==> src/rtl/ism330_spi_reader.sv <==
// SPI mode-0 burst reader for the ISM330DHCX accelerometer outputs.
// One start pulse reads NUM_AXES little-endian 16-bit words onto a single-entry valid/ready stream.
module ism330_spi_reader #(
  parameter int unsigned CLK_DIV    = 4,
  parameter logic [6:0]  START_ADDR = 7'h28,
  parameter int unsigned NUM_AXES   = 3,
  parameter int unsigned CS_HOLD    = 8
) (
  input  logic        clk,
  input  logic        rst_n,
  input  logic        start,
  output logic        spi_sck,
  output logic        spi_cs,
  output logic        spi_mosi,
  input  logic        spi_miso,
  output logic [15:0] sample_data,
  output logic [1:0]  sample_axis,
  output logic        sample_valid,
  input  logic        sample_ready,
  output logic        busy,
  output logic        overrun
);

  localparam int unsigned DivW    = (CLK_DIV > 1) ? $clog2(CLK_DIV) : 1;
  localparam int unsigned HoldW   = $clog2(CS_HOLD + 1);
  localparam logic [DivW-1:0]  DivMax  = DivW'(CLK_DIV - 1);
  localparam logic [HoldW-1:0] HoldMax = HoldW'(CS_HOLD - 1);
  localparam logic [5:0]       LastBit = 6'(8 + 16 * NUM_AXES - 1);

  typedef enum logic [1:0] {StIdle, StCmd, StData, StHold} state_e;

  state_e            state_q, state_d;
  logic [DivW-1:0]   div_q, div_d;
  logic [5:0]        bit_q, bit_d;
  logic [HoldW-1:0]  hold_q, hold_d;
  logic              sck_q, sck_d;
  logic              cs_q, cs_d;
  logic              mosi_q, mosi_d;
  logic [7:0]        cmd_q, cmd_d;
  logic [15:0]       shift_q, shift_d;
  logic              done_q, done_d;
  logic [1:0]        done_axis_q, done_axis_d;
  logic [15:0]       data_q, data_d;
  logic [1:0]        axis_q, axis_d;
  logic              valid_q, valid_d;
  logic              ovr_q, ovr_d;
  logic [5:0]        data_idx;

  assign data_idx = bit_q - 6'd8;

  always_comb begin
    state_d     = state_q;
    div_d       = div_q;
    bit_d       = bit_q;
    hold_d      = hold_q;
    sck_d       = sck_q;
    cs_d        = cs_q;
    mosi_d      = mosi_q;
    cmd_d       = cmd_q;
    shift_d     = shift_q;
    done_d      = 1'b0;
    done_axis_d = done_axis_q;
    data_d      = data_q;
    axis_d      = axis_q;
    valid_d     = valid_q;
    ovr_d       = ovr_q;

    unique case (state_q)
      StIdle: begin
        if (start) begin
          state_d = StCmd;
          cs_d    = 1'b0;
          sck_d   = 1'b0;
          div_d   = '0;
          bit_d   = '0;
          mosi_d  = 1'b1;
          // The read flag is already on MOSI; the register keeps the address bits still to send.
          cmd_d   = {START_ADDR, 1'b0};
          ovr_d   = 1'b0;
        end
      end
      StCmd, StData: begin
        if (div_q == DivMax) begin
          div_d = '0;
          if (!sck_q) begin
            sck_d = 1'b1;
            if (state_q == StData) begin
              shift_d = {shift_q[14:0], spi_miso};
              if (data_idx[3:0] == 4'hF) begin
                done_d      = 1'b1;
                done_axis_d = data_idx[5:4];
              end
            end
          end else begin
            sck_d = 1'b0;
            if (bit_q == LastBit) begin
              cs_d    = 1'b1;
              state_d = StHold;
              hold_d  = '0;
            end else begin
              bit_d  = bit_q + 6'd1;
              mosi_d = cmd_q[7];
              cmd_d  = {cmd_q[6:0], 1'b0};
              if (bit_q == 6'd7) state_d = StData;
            end
          end
        end else begin
          div_d = div_q + DivW'(1);
        end
      end
      StHold: begin
        if (hold_q == HoldMax) state_d = StIdle;
        else                   hold_d  = hold_q + HoldW'(1);
      end
      default: state_d = StIdle;
    endcase

    // Single-entry output: a completed word loads if the slot is free or is being drained now.
    if (done_q) begin
      if (!valid_q || sample_ready) begin
        data_d  = {shift_q[7:0], shift_q[15:8]};
        axis_d  = done_axis_q;
        valid_d = 1'b1;
      end else begin
        ovr_d = 1'b1;
      end
    end else if (valid_q && sample_ready) begin
      valid_d = 1'b0;
    end
  end

  always_ff @(posedge clk or negedge rst_n) begin
    if (!rst_n) begin
      state_q     <= StIdle;
      div_q       <= '0;
      bit_q       <= '0;
      hold_q      <= '0;
      sck_q       <= 1'b0;
      cs_q        <= 1'b1;
      mosi_q      <= 1'b0;
      cmd_q       <= '0;
      shift_q     <= '0;
      done_q      <= 1'b0;
      done_axis_q <= '0;
      data_q      <= '0;
      axis_q      <= '0;
      valid_q     <= 1'b0;
      ovr_q       <= 1'b0;
    end else begin
      state_q     <= state_d;
      div_q       <= div_d;
      bit_q       <= bit_d;
      hold_q      <= hold_d;
      sck_q       <= sck_d;
      cs_q        <= cs_d;
      mosi_q      <= mosi_d;
      cmd_q       <= cmd_d;
      shift_q     <= shift_d;
      done_q      <= done_d;
      done_axis_q <= done_axis_d;
      data_q      <= data_d;
      axis_q      <= axis_d;
      valid_q     <= valid_d;
      ovr_q       <= ovr_d;
    end
  end

  assign spi_sck      = sck_q;
  assign spi_cs       = cs_q;
  assign spi_mosi     = mosi_q;
  assign sample_data  = data_q;
  assign sample_axis  = axis_q;
  assign sample_valid = valid_q;
  assign busy         = (state_q != StIdle);
  assign overrun      = ovr_q;

endmodule

==> config.mk <==
export PLATFORM = sky130hd
export DESIGN_NAME = ism330_spi_reader
export DESIGN_NICKNAME = d
export VERILOG_FILES = /design/src/rtl/ism330_spi_reader.sv
export SDC_FILE = /design/constraint.sdc
export NUM_CORES = 1
export LEC_CHECK = 0
export CORE_MARGIN = 4
export CORE_UTILIZATION = 45
export DETAILED_ROUTE_END_ITERATION = 6
export GPL_ROUTABILITY_DRIVEN = 0
export GPL_TIMING_DRIVEN = 0
export PLACE_DENSITY = 0.68
export SETUP_SLACK_MARGIN = 0.1
export SLEW_MARGIN = 20
export SYNTH_ARGS = -nofsm -noshare
export SYNTH_HDL_FRONTEND = slang
export SYNTH_SLANG_ARGS = --single-unit
==> constraint.sdc <==
create_clock -name clk -period 2.15 [get_ports clk]
set_clock_uncertainty 0.1 [all_clocks]
set_input_delay 0.215 -clock clk [delete_from_list [all_inputs] [get_ports clk]]
set_output_delay 0.215 -clock clk [all_outputs]
set_load 0.005 [all_outputs]
After elaboration in Yosys (flattened, before gate mapping)

Cells that the tools add are included.

Flip-flop bits (word level): 64
Latch bits: 0
Memory bits (writable): 0
ROM bits: 0
Bits of input ports: 5
Logic and storage cells: 106
Memories: 0

Add/subtract/negate cells: 4
$mul: 0
Div/mod/pow operators: 0
$lt $le $gt $ge: 0
Equal/unequal tests: 17
Shifts and indexed selects: 0
Muxes and demuxes: 50
Bitwise gates (word level): 1
Reduce and logical (&&, ||, !) cells: 19

Operators by type and width:

| kind                                              | count |
|---|---|
| two-way mux 8 bit                                 | 4 |
| AND reduction 5 bit                               | 5 |
| two-way mux 6 bit                                 | 4 |
| two-way mux 1 bit                                 | 22 |
| two-way mux 2 bit                                 | 8 |
| two-way mux 4 bit                                 | 4 |
| one-hot mux 8 bit (2 select lines)                | 1 |
| != test 2 bit (second input constant)             | 7 |
| one-hot mux 6 bit (2 select lines)                | 1 |
| one-hot mux 4 bit (2 select lines)                | 1 |
| nonzero test 2 bit                                | 4 |
| adder 6 x 1 -> 6 bit (second input constant)      | 1 |
| == test 2 bit (second input constant)             | 3 |
| == test 6 x 3 -> 1 bit (second input constant)    | 1 |
| == test 6 bit (second input constant)             | 1 |
| one-hot mux 1 bit (2 select lines)                | 3 |
| one-hot mux 2 bit (3 select lines)                | 1 |
| AND reduction 2 bit                               | 3 |
| subtractor 6 x 4 -> 6 bit (second input constant) | 1 |
| adder 4 x 1 -> 4 bit (second input constant)      | 1 |
| == test 4 x 3 -> 1 bit (second input constant)    | 1 |
| == test 4 bit (second input constant)             | 1 |
| one-hot mux 2 bit (2 select lines)                | 1 |
| AND reduction 4 bit                               | 1 |
| 11 further kinds                                  | 11 |

Longest topological paths before layout

Gate-level depths: netlist (run 1).

Depth in word-level cells: 7
Gate-level depth with buffers: 8
Mapped depth without buffers: 6

Worst setup path after synthesis (run 1)

OpenSTA, ideal clock, no wires.

Kind: flip-flop to flip-flop
From: register state_q[1]
To: register hold_q[1]
Arrival: 1722 ps
Required time: 1924 ps
Setup slack: 202 ps
Stages on the path, launching flop included: 7
Path buffers: 1
Cells stage by stage: dfrtp_1 inv_1 ha_1 clkbuf_2 inv_2 o41a_1 a221o_1

Word-level cells in the longest chain between the ends: 4
Elaborated cells on any way between the ends: 11
Classes of those cells: eq/ne (7); mux (1); reduce/logical (3)

RTL lines:

| element                                                              | line | text |
|---|---|---|
| from (decl)                                                          | 32   | `state_e state_q, state_d;` |
| from (signal assigned)                                               | 134  | `state_q <= StIdle;` |
| from (signal assigned)                                               | 150  | `state_q <= state_d;` |
| == test 2 bit / == test 2 x 1 -> 1 bit (equally long branches)       | 68   | `unique case (state_q)` |
| OR reduction 2 bit                                                   | 68   |  |
| != test 2 bit (no line) / nonzero test 2 bit (equally long branches) | n/a  |  |
| AND reduction 5 bit (no line)                                        | n/a  |  |
| to (signal assigned)                                                 | 153  | `hold_q <= hold_d;` |
| to (decl)                                                            | 35   | `logic [HoldW-1:0] hold_q, hold_d;` |

Parallel ways exist; a longest one is shown, timed or not.
A chain may end at the register's enable or synchronous reset.

Worst setup path after layout (run 1)

Ends and elaborated chain as after synthesis.

==> flow_summary.ini, run 1 <==
[yosys]
asyncSetResetFlopFracSynth = 1.000
area_share_of_fa_ha_maj_cells_after_synthesis = 0.03716
net_count_of_the_mapped_netlist = 240
largest_family_of_logic_cells_by_synthesized_area = multiplexers
mappedNetlistArea_sq_um = 2694
synth.cells.most_frequent = 59 x sky130_fd_sc_hd__dfrtp_1, 34 x sky130_fd_sc_hd__mux2_2, 18 x sky130_fd_sc_hd__nand2_1
synth_area_leaders = sky130_fd_sc_hd__dfrtp_1 55%, sky130_fd_sc_hd__mux2_2 14%, sky130_fd_sc_hd__ha_1 3.7%, sky130_fd_sc_hd__nand2_1 2.5%, sky130_fd_sc_hd__o21ai_0 2.2%
yosys_warnings = 0
netlist_instances = 227
synth.yosys.seq_area_share = 0.5578
synth_seq_cells = 60
synth_edf_count = 0
synth.most_common_cell = sky130_fd_sc_hd__dfrtp_1
dominantRegCellSynth = sky130_fd_sc_hd__dfrtp_1
mean_instance_size_in_the_synthesized_netlist_sq_um = 11.87
synth.largest_area_cell = sky130_fd_sc_hd__dfrtp_1
xor_xnor_share_of_the_synthesized_area = 0.006503
compound_gate_portion_of_the_synthesized_area = 0.1068
ys_types = 45
synthDominantCellAreaShare = 0.5481
synth.area.mux_share = 0.1533
synth_simple_gate_area_frac = 0.1129

[timing]
fin_crit_share = 0.9414
fmaxAchievable_ghz = 0.4941
postLayoutSetupSlackWorst_ns = 0.1259
finalMaxSlewViolations = 0
max_slew.worst_pin.slew_ns = 0.6467
period_minus_slack_ns = 2.024
rsz0062_at_grt = yes
maxSlewHeadroom = 0.5673
final_count_of_hold_timing_violations = 0
worst_hold_slack_ns = 0.1980
setup_viol_count_final = 0

[cts]
cts.sinks = 60
clock_tree.htree_level_count = 3
clock_latency_on_the_worst_skew_pair_ns = 0.33
tritoncts_clock_tree = yes
cts-root-to-sink-buffers = 2
cts_made_buffers = 9
clock_tree.root_cell = sky130_fd_sc_hd__clkbuf_8
path_clk_slew_ns = 0.07

[drt]
drc = 0
drt-wirelength-per-cell_um = 15.19
route.final.wire_length_um = 5256
vias = 1871
drt_pass_1_iters = 4
final_antenna_net_count = 0
detailedRoute.firstIterationViolations = 65
post_drt_via_cell_ratio = 5.408

[worst_setup_path]
critical_path_required_ns = 2.27
worst_r2r_startpoint = state_q[1]$_DFFE_PN0P_
start_kind = flop
worstSetupStartpoint = state_q[1]$_DFFE_PN0P_
endpoint_kind = flop
critPathKind = flop to flop
path_max_fanout = 9
arrival_ns = 2.14

[power_and_ir_drop]
leakage_nw = 1.612
power_mw = 2.287
vdd_ir_drop_max_v = 0.0004251
cellPowerDensity_nw_per_um2 = 676.3

[min_path]
worst_hold_path_type = input pin to async pin

[global_route]
grt_use_total = 0.1619
global_route.overflow_total = 0
grt_max_degree = 45
vias_in_the_first_global_route = 1919
antenna_found_initial = 0
grt_first_pass_wirelength_um = 9273

[floorplan]
num_ports = 29
die-width_um = 85.37
floorplan.die.height_um = 85.37
initial_utilization = 0.4775
fp.dieArea_sq_um = 7288
fp-row-count = 27
area_of_the_placeable_core_sq_um = 5642

[cells_and_area]
area_delta_synth_final_pct = 25.55
drive_above_1_share = 0.2628
layout_nets = 282
layout.core_utilization = 0.5995
post-route-cell-area_sq_um = 3382
ant_diodes = 0

[outcome]
run_status = finished clean

[job]
timing.max_cap.violations = 0

[place]
io_buffers = 28
detailedPlace.worstSlack_ns = 0.02085
dpl.hpwl_um = 3557
placement.cell_area_sq_um = 3082
-- cell usage in the layout, fill, tap and decap left out, drive strengths merged, types with 2 or more instances in the layout --
| cell type | instances |
|---|---|
| a21oi | 12 |
| a221o | 2 |
| a31oi | 2 |
| buf | 7 |
| bufinv | 2 |
| clkbuf | 15 |
| clkdlybuf4s50 | 27 |
| dfrtp | 59 |
| ha | 8 |
| inv | 10 |
| mux2 | 34 |
| mux2i | 3 |
| nand2 | 19 |
| nand3 | 11 |
| nand3b | 2 |
| nand4 | 3 |
| nor2 | 13 |
| nor4 | 2 |
| o21ai | 12 |
| o22ai | 2 |
| o311ai | 2 |
| o31ai | 4 |
-- report_power, final --
part,internal (mW),total (mW),switching (mW)
sequential,1.13,1.13,0.000627
combinational,0.0119,0.0361,0.0242
clock,0.683,1.12,0.437
total,1.83,2.29,0.462
-- logic make-up after synthesis --
family,count (synthesis)
flops,60
simple gates,59
compound gates,44
mux,37
buf+inv,17
fa+ha+maj,8
xor+xnor,2
-- through the flow --
stage | std cells | TNS [ns]
final | 346 | 0
after floorplan | 227 | 0
after CTS | 345 | 0
after global routing | 346 | 0
after detailed placement | 328 | 0
after global placement | 327 | -69.60
-- final timing paths --
check	to	cells past startpoint	slack, ns
worst max-delay path	hold_q[1]$_DFFE_PN0P_	6	0.13
worst max register to register	hold_q[1]$_DFFE_PN0P_	6	0.13
worst min-delay path	hold_q[1]$_DFFE_PN0P_	2	0.20
min in group clk	sample_valid$_DFFE_PN0P_	2	0.37
worst min register to register	sample_valid$_DFFE_PN0P_	2	0.37
max in group asynchronous	spi_cs$_DFFE_PN1P_	3	1.20
-- final cells by class --
class / instances / area [sq um]
Sequential cell: 60 / 1503
Fill cell: 456 / 2260
Tap cell: 72 / 90.09
Clock inverter: 4 / 72.57
Inverter: 10 / 45.04
Timing Repair Buffer: 31 / 315.3
Clock buffer: 12 / 145.1
Buffer: 7 / 50.05
Multi-Input combinational cell: 150 / 1161
-- worst max-delay path, stage by stage (launching register included) --
cell,delay [ns]
sky130_fd_sc_hd__dfrtp_1,0.43
sky130_fd_sc_hd__inv_2,0.08
sky130_fd_sc_hd__ha_4,0.27
sky130_fd_sc_hd__buf_8,0.13
sky130_fd_sc_hd__inv_8,0.05
sky130_fd_sc_hd__o41a_1,0.49
sky130_fd_sc_hd__a221o_1,0.36
-- metal layers --
layer	wire length [um]	GRT usage	vias to the layer above
li1	-	-	906
met1	2472	0.2139	920
met2	2431	0.2422	35
met3	272	0.06117	10
met4	79	0.06043	0
met5	0	0	-
-- sequential cells by signal, summed over array words and instances, names as in the netlist, 2 cells and up --
| register | flops |
|---|---|
| div_q | 2 |
| sample_axis | 2 |
| state_q | 2 |
| sample_data | 16 |
| shift_q | 16 |
| done_axis_q | 2 |
| cmd_q | 4 |
| hold_q | 4 |
| bit_q | 6 |
-- timing repair --
item,in CTS,in global routing
setup buffers,0,1
pin swaps,1,3
hold endpoints to repair,59,0
hold buffers,1,0
endpoints found under the setup margin,19,27
gates resized for setup,5,18
(Power assumes the default switching activity.)
==> inputs of run 2 (changes only) <==
- CAP_MARGIN: not set -> 20
- GPL_TIMING_DRIVEN: 0 -> not set
==> flow_summary.ini, run 2 (synthesis results as in run 1) <==
[outcome]
run_status = finished clean

[timing]
finalMaxSlewViolations = 0
fin_crit_share = 0.9121
period_minus_slack_ns = 1.961
maxSlewHeadroom = 0.7293
fin_setup_tns_ns = 0
setup_viol_count_final = 0
max_slew.worst_pin.slew_ns = 0.4060
final_count_of_hold_timing_violations = 0
worst_hold_slack_ns = 0.3086
postLayoutSetupSlackWorst_ns = 0.1890
fmaxAchievable_ghz = 0.5099
rsz0062_at_grt = yes

[worst_setup_path]
path_max_fanout = 6
start_kind = flop
endpoint_kind = flop
timing.critical_path.slowest_cell_delay_ns = 0.50
arrival_ns = 2.08
critical_path.cell_chain = inv_1, ha_2, inv_2, o41a_1, a221o_1
critPathKind = flop to flop
critical_path_required_ns = 2.27
timing.critical_path.slowest_stage_cell = sky130_fd_sc_hd__o41a_1

[cts]
clock_tree.htree_level_count = 3
cts.sinks = 60
clock_tree.root_cell = sky130_fd_sc_hd__clkbuf_8
path_clk_slew_ns = 0.07
cts-root-to-sink-buffers = 2
clock_latency_on_the_worst_skew_pair_ns = 0.33
cts_made_buffers = 9
tritoncts_clock_tree = yes

[cells_and_area]
fillCellCount = 462
ant_diodes = 0
drive_above_1_share = 0.2727
layout.cells.most_common = sky130_fd_sc_hd__dfrtp_1
most_frequent_cells_in_the_layout = 59 x sky130_fd_sc_hd__dfrtp_1, 34 x sky130_fd_sc_hd__mux2_2, 27 x sky130_fd_sc_hd__clkdlybuf4s50_1, 18 x sky130_fd_sc_hd__nand2_1
layout_nets = 283
area_delta_synth_final_pct = 25.36
layout.core_utilization = 0.5986

[place]
detailedPlace.worstSlack_ns = 0.1412
io_buffers = 28
dpl.hpwl_um = 3350

[floorplan]
initial_utilization = 0.4775
floorplan.die.height_um = 85.37
fp-row-count = 27
area_of_the_placeable_core_sq_um = 5642
num_ports = 29
die-width_um = 85.37
fp.dieArea_sq_um = 7288

[power_and_ir_drop]
power_mw = 2.167
leakage_nw = 1.626
vdd_ir_drop_max_v = 0.0005926
cellPowerDensity_nw_per_um2 = 641.8

[drt]
detailedRoute.firstIterationViolations = 57
route.final.wire_length_um = 5019
drt-wirelength-per-cell_um = 14.46
post_drt_via_cell_ratio = 5.369
drc = 0
vias = 1863
drt_pass_1_iters = 5
final_antenna_net_count = 0

[global_route]
vias_in_the_first_global_route = 1831
grt_use_total = 0.1549
antenna_found_initial = 0
grt_max_degree = 61
grt_first_pass_wirelength_um = 8949
global_route.overflow_total = 0

[job]
timing.max_cap.violations = 0

[min_path]
worst_hold_path_type = input pin to async pin
## run 2: cell count changes in the layout (fill, tap and decap cells not counted), moves of 2 or more
cell / delta
sky130_fd_sc_hd__buf_4: +3
sky130_fd_sc_hd__clkinv_4: +3
sky130_fd_sc_hd__clkbuf_1: -2
sky130_fd_sc_hd__ha_2: +2
sky130_fd_sc_hd__buf_12: +2
sky130_fd_sc_hd__clkbuf_2: -3
## run 2: power breakdown
part / total, mW / switching (mW) / internal, mW
clock: 1.00 / 0.462 / 0.540
combinational: 0.0350 / 0.0236 / 0.0115
sequential: 1.13 / 0.000800 / 1.13
total: 2.17 / 0.486 / 1.68
## run 2: layout make-up
| class | count | area (sq um) | share of cell area |
|---|---|---|---|
| Clock buffer | 9 | 123.9 | 0.03668 |
| Clock inverter | 7 | 75.07 | 0.02223 |
| Inverter | 10 | 37.54 | 0.01112 |
| Multi-Input combinational cell | 150 | 1150 | 0.3405 |
| Sequential cell | 60 | 1503 | 0.4450 |
| Tap cell | 72 | 90.09 | 0.02668 |
| Timing Repair Buffer | 39 | 397.9 | 0.1178 |
## run 2: final timing paths
kind | start | end | slack, ns | cells past startpoint
setup / recovery | state_q[0]$_DFFE_PN0P_ | hold_q[1]$_DFFE_PN0P_ | 0.19 | 5
hold / removal | rst_n | sample_data[2]$_DFFE_PN0P_ | 0.31 | 3
setup reg to reg | state_q[0]$_DFFE_PN0P_ | hold_q[1]$_DFFE_PN0P_ | 0.19 | 5
hold reg to reg | done_q$_DFF_PN0_ | sample_valid$_DFFE_PN0P_ | 0.38 | 2
max in group asynchronous | rst_n | spi_cs$_DFFE_PN1P_ | 1.33 | 3
min in group clk | done_q$_DFF_PN0_ | sample_valid$_DFFE_PN0P_ | 0.38 | 2
## run 2: stage by stage
step | cell area, sq um | instances
detailed placement | 3133 | 329
floorplan | 2694 | 227
CTS | 3342 | 346
finish | 3377 | 347
global route | 3377 | 347
global placement | 3133 | 329
## run 2: layer usage
| metal | track usage | vias to the layer above | wire length [um] |
|---|---|---|---|
| li1 | - | 908 | - |
| met1 | 0.2080 | 905 | 2384 |
| met2 | 0.2295 | 43 | 2287 |
| met3 | 0.05534 | 7 | 278 |
| met4 | 0.05899 | 0 | 69 |
| met5 | 0 | - | 0 |
## run 2: critical path: cells and delay by family (launching register included)
kind | cells | cell delay (ns)
flip-flops | 1 | 0.36
adder cells (fa/ha/maj) | 1 | 0.39
buffers and inverters | 2 | 0.13
AO/OA/AOI/OAI | 2 | 0.87
## run 2: what timing repair did
action | CTS | global route
setup buffers | 0 | 1
gates resized for setup | 0 | 7
hold buffers | 1 | 0
setup endpoints to repair | 0 | 15
endpoints found under the hold margin | 59 | 0
==> inputs of run 3 (changes only) <==
- ABC_AREA: not set -> 1
- GPL_ROUTABILITY_DRIVEN: 0 -> not set
==> flow_summary.ini, run 3 <==
[outcome]
run_status = finished clean

[drt]
met2_wirelength_um = 2123
met3_wirelength_um = 232
drt-wirelength-per-cell_um = 11.43
drt_pass_1_iters = 4
detailedRoute.firstIterationViolations = 61
post_drt_via_cell_ratio = 4.698
routed.top_layer = met4
final_antenna_net_count = 0
drc = 0
vias = 2039
route.final.wire_length_um = 4959
metal1_wirelength_um = 2528

[cells_and_area]
ant_diodes = 0
drive_above_1_share = 0.1727
layout.cells.most_common = sky130_fd_sc_hd__nand2_1
most_frequent_cells_in_the_layout = 95 x sky130_fd_sc_hd__nand2_1, 59 x sky130_fd_sc_hd__dfrtp_1, 36 x sky130_fd_sc_hd__inv_1, 27 x sky130_fd_sc_hd__clkdlybuf4s50_1, 21 x sky130_fd_sc_hd__o21ai_0
fillCellCount = 539
final_non_filler_cell_total = 434
area_delta_synth_final_pct = 18.76
layout_nets = 367

[floorplan]
die-width_um = 87.47
floorplan.die.height_um = 87.47
area_of_the_placeable_core_sq_um = 6026
initial_utilization = 0.4716
fp.dieArea_sq_um = 7650
num_ports = 29
fp-row-count = 28

[worst_setup_path]
critPathKind = flop to primary output
worstSetupStartpoint = state_q[0]$_DFFE_PN0P_
start_kind = flop
critical-path-top-delay-family = buffers and inverters
endpoint_kind = primary output
timing.critical_path.slowest_cell_delay_ns = 0.50
critical_path_required_ns = 1.84
arrival_ns = 1.57
crit_buf_inv = 3
critical_path.cell_chain = inv_1, ha_2, inv_2, clkdlybuf4s50_1
worst_r2r_startpoint = state_q[0]$_DFFE_PN0P_
path_max_fanout = 3
timing.critical_path.slowest_stage_cell = sky130_fd_sc_hd__clkdlybuf4s50_1

[place]
dpl.hpwl_um = 3522
io_buffers = 28
dpl.cell_count = 417
final_weighted_congestion_in_routability_driven_placement = 0.7986

[timing]
setup_viol_count_final = 0
rsz0062_at_grt = no
max_slew.worst_pin.slew_ns = 0.5151
fin_crit_share = 0.8781
period_minus_slack_ns = 1.888
fmaxAchievable_ghz = 0.5297
final_count_of_hold_timing_violations = 0
maxSlewHeadroom = 0.6566
fin_setup_tns_ns = 0
finalMaxSlewViolations = 0

[power_and_ir_drop]
leakage_nw = 1.597
vdd_ir_drop_max_v = 0.0008218
cellPowerDensity_nw_per_um2 = 1092

[cts]
post-cts-setup-buffers = 0
clock_tree.htree_level_count = 3
cts_made_buffers = 9
tritoncts_clock_tree = yes
cts-root-to-sink-buffers = 2
clock_tree.root_cell = sky130_fd_sc_hd__clkbuf_8
path_clk_slew_ns = 0.07
cts.sinks = 60
clock_latency_on_the_worst_skew_pair_ns = 0.34

[global_route]
grt_max_degree = 25
antenna_found_initial = 0
vias_in_the_first_global_route = 1935
grt_use_total = 0.1483
grt_first_pass_wirelength_um = 8776
global_route.overflow_total = 0

[yosys]
synthDominantCellAreaShare = 0.5196
asyncSetResetFlopFracSynth = 1.000
synth_seq_cells = 60
ys_types = 30
mappedNetlistArea_sq_um = 2841
synth_edf_count = 0
netlist_instances = 316
mean_instance_size_in_the_synthesized_netlist_sq_um = 8.992
yosys_warnings = 0
dominantRegCellSynth = sky130_fd_sc_hd__dfrtp_1
net_count_of_the_mapped_netlist = 329
synth_area_leaders = sky130_fd_sc_hd__dfrtp_1 52%, sky130_fd_sc_hd__nand2_1 13%, sky130_fd_sc_hd__inv_1 4.8%, sky130_fd_sc_hd__o21ai_0 3.7%, sky130_fd_sc_hd__ha_1 3.5%
synth.largest_area_cell = sky130_fd_sc_hd__dfrtp_1
synth.most_common_cell = sky130_fd_sc_hd__nand2_1
synth.cells.most_frequent = 95 x sky130_fd_sc_hd__nand2_1, 59 x sky130_fd_sc_hd__dfrtp_1, 36 x sky130_fd_sc_hd__inv_1
synth.yosys.seq_area_share = 0.5288

[min_path]
worst_hold_path_type = input pin to async pin

[job]
timing.max_cap.violations = 0
==> run 3: area by class of cell <==
cell class / instances / area (sq um) / area share
Tap cell: 75 / 93.84 / 0.02781
Clock inverter: 5 / 27.53 / 0.008157
Sequential cell: 60 / 1503 / 0.4453
Clock buffer: 11 / 141.4 / 0.04190
Timing Repair Buffer: 35 / 330.3 / 0.09789
Inverter: 40 / 157.7 / 0.04672
Multi-Input combinational cell: 208 / 1121 / 0.3322
==> run 3: path summary, 6_finish.rpt <==
| check | end | slack, ns | cells past startpoint |
|---|---|---|---|
| setup / recovery | busy | 0.26 | 4 |
| hold / removal | sample_data[5]$_DFFE_PN0P_ | 0.28 | 2 |
| setup reg to reg | shift_q[3]$_DFFE_PN0N_ | 0.30 | 8 |
| hold reg to reg | spi_cs$_DFFE_PN1P_ | 0.37 | 2 |
| max in group asynchronous | spi_cs$_DFFE_PN1P_ | 0.96 | 3 |
| min in group clk | spi_cs$_DFFE_PN1P_ | 0.37 | 2 |
==> run 3: cells by family (layout without fill, tap and decap cells) <==
group | count (synthesis) | count (layout) | share of synthesized area
buffers and inverters | 48 | 91 | 0.07750
adders and majority gates | 8 | 8 | 0.03523
muxes | 2 | 2 | 0.007925
DFF | 60 | 60 | 0.5288
and+or+nand+nor | 155 | 155 | 0.2673
xor gates and xnor gates | 1 | 1 | 0.003083
AOI/OAI and AO/OA | 42 | 42 | 0.08014
==> run 3: timing repair <==
action / CTS / global route
hold buffers: 1 / 0
endpoints found under the setup margin: 0 / 9
gates resized for setup: 0 / 1
endpoints found under the hold margin: 20 / 0
==> run 3: stage by stage <==
step	total power [mW]	worst slack (ns)	hold slack [ns]	area, sq um	util
3_3_place_gp	2.813	0.2733	0.1265	3193	0.5299
5_1_grt	3.964	0.1569	0.3147	3374	0.5600
3_5_place_dp	2.823	0.2256	0.1281	3193	0.5299
2_1_floorplan	2.539	0.4893	-0.1806	2841	-
6_report	3.684	0.2620	0.2769	3374	0.5600
4_1_cts	3.731	0.1927	0.2980	3372	0.5596
==> run 3: routing by layer <==
layer,vias up,GRT usage
li1,1065,-
met1,930,0.1994
met2,36,0.2185
met3,8,0.03784
met4,0,0.07950
met5,-,0
==> run 3: where the power goes <==
part	internal [mW]	total [mW]	switching [mW]
Clock	0.441	0.888	0.447
Combinational	0.529	1.40	0.875
Sequential	1.28	1.39	0.114
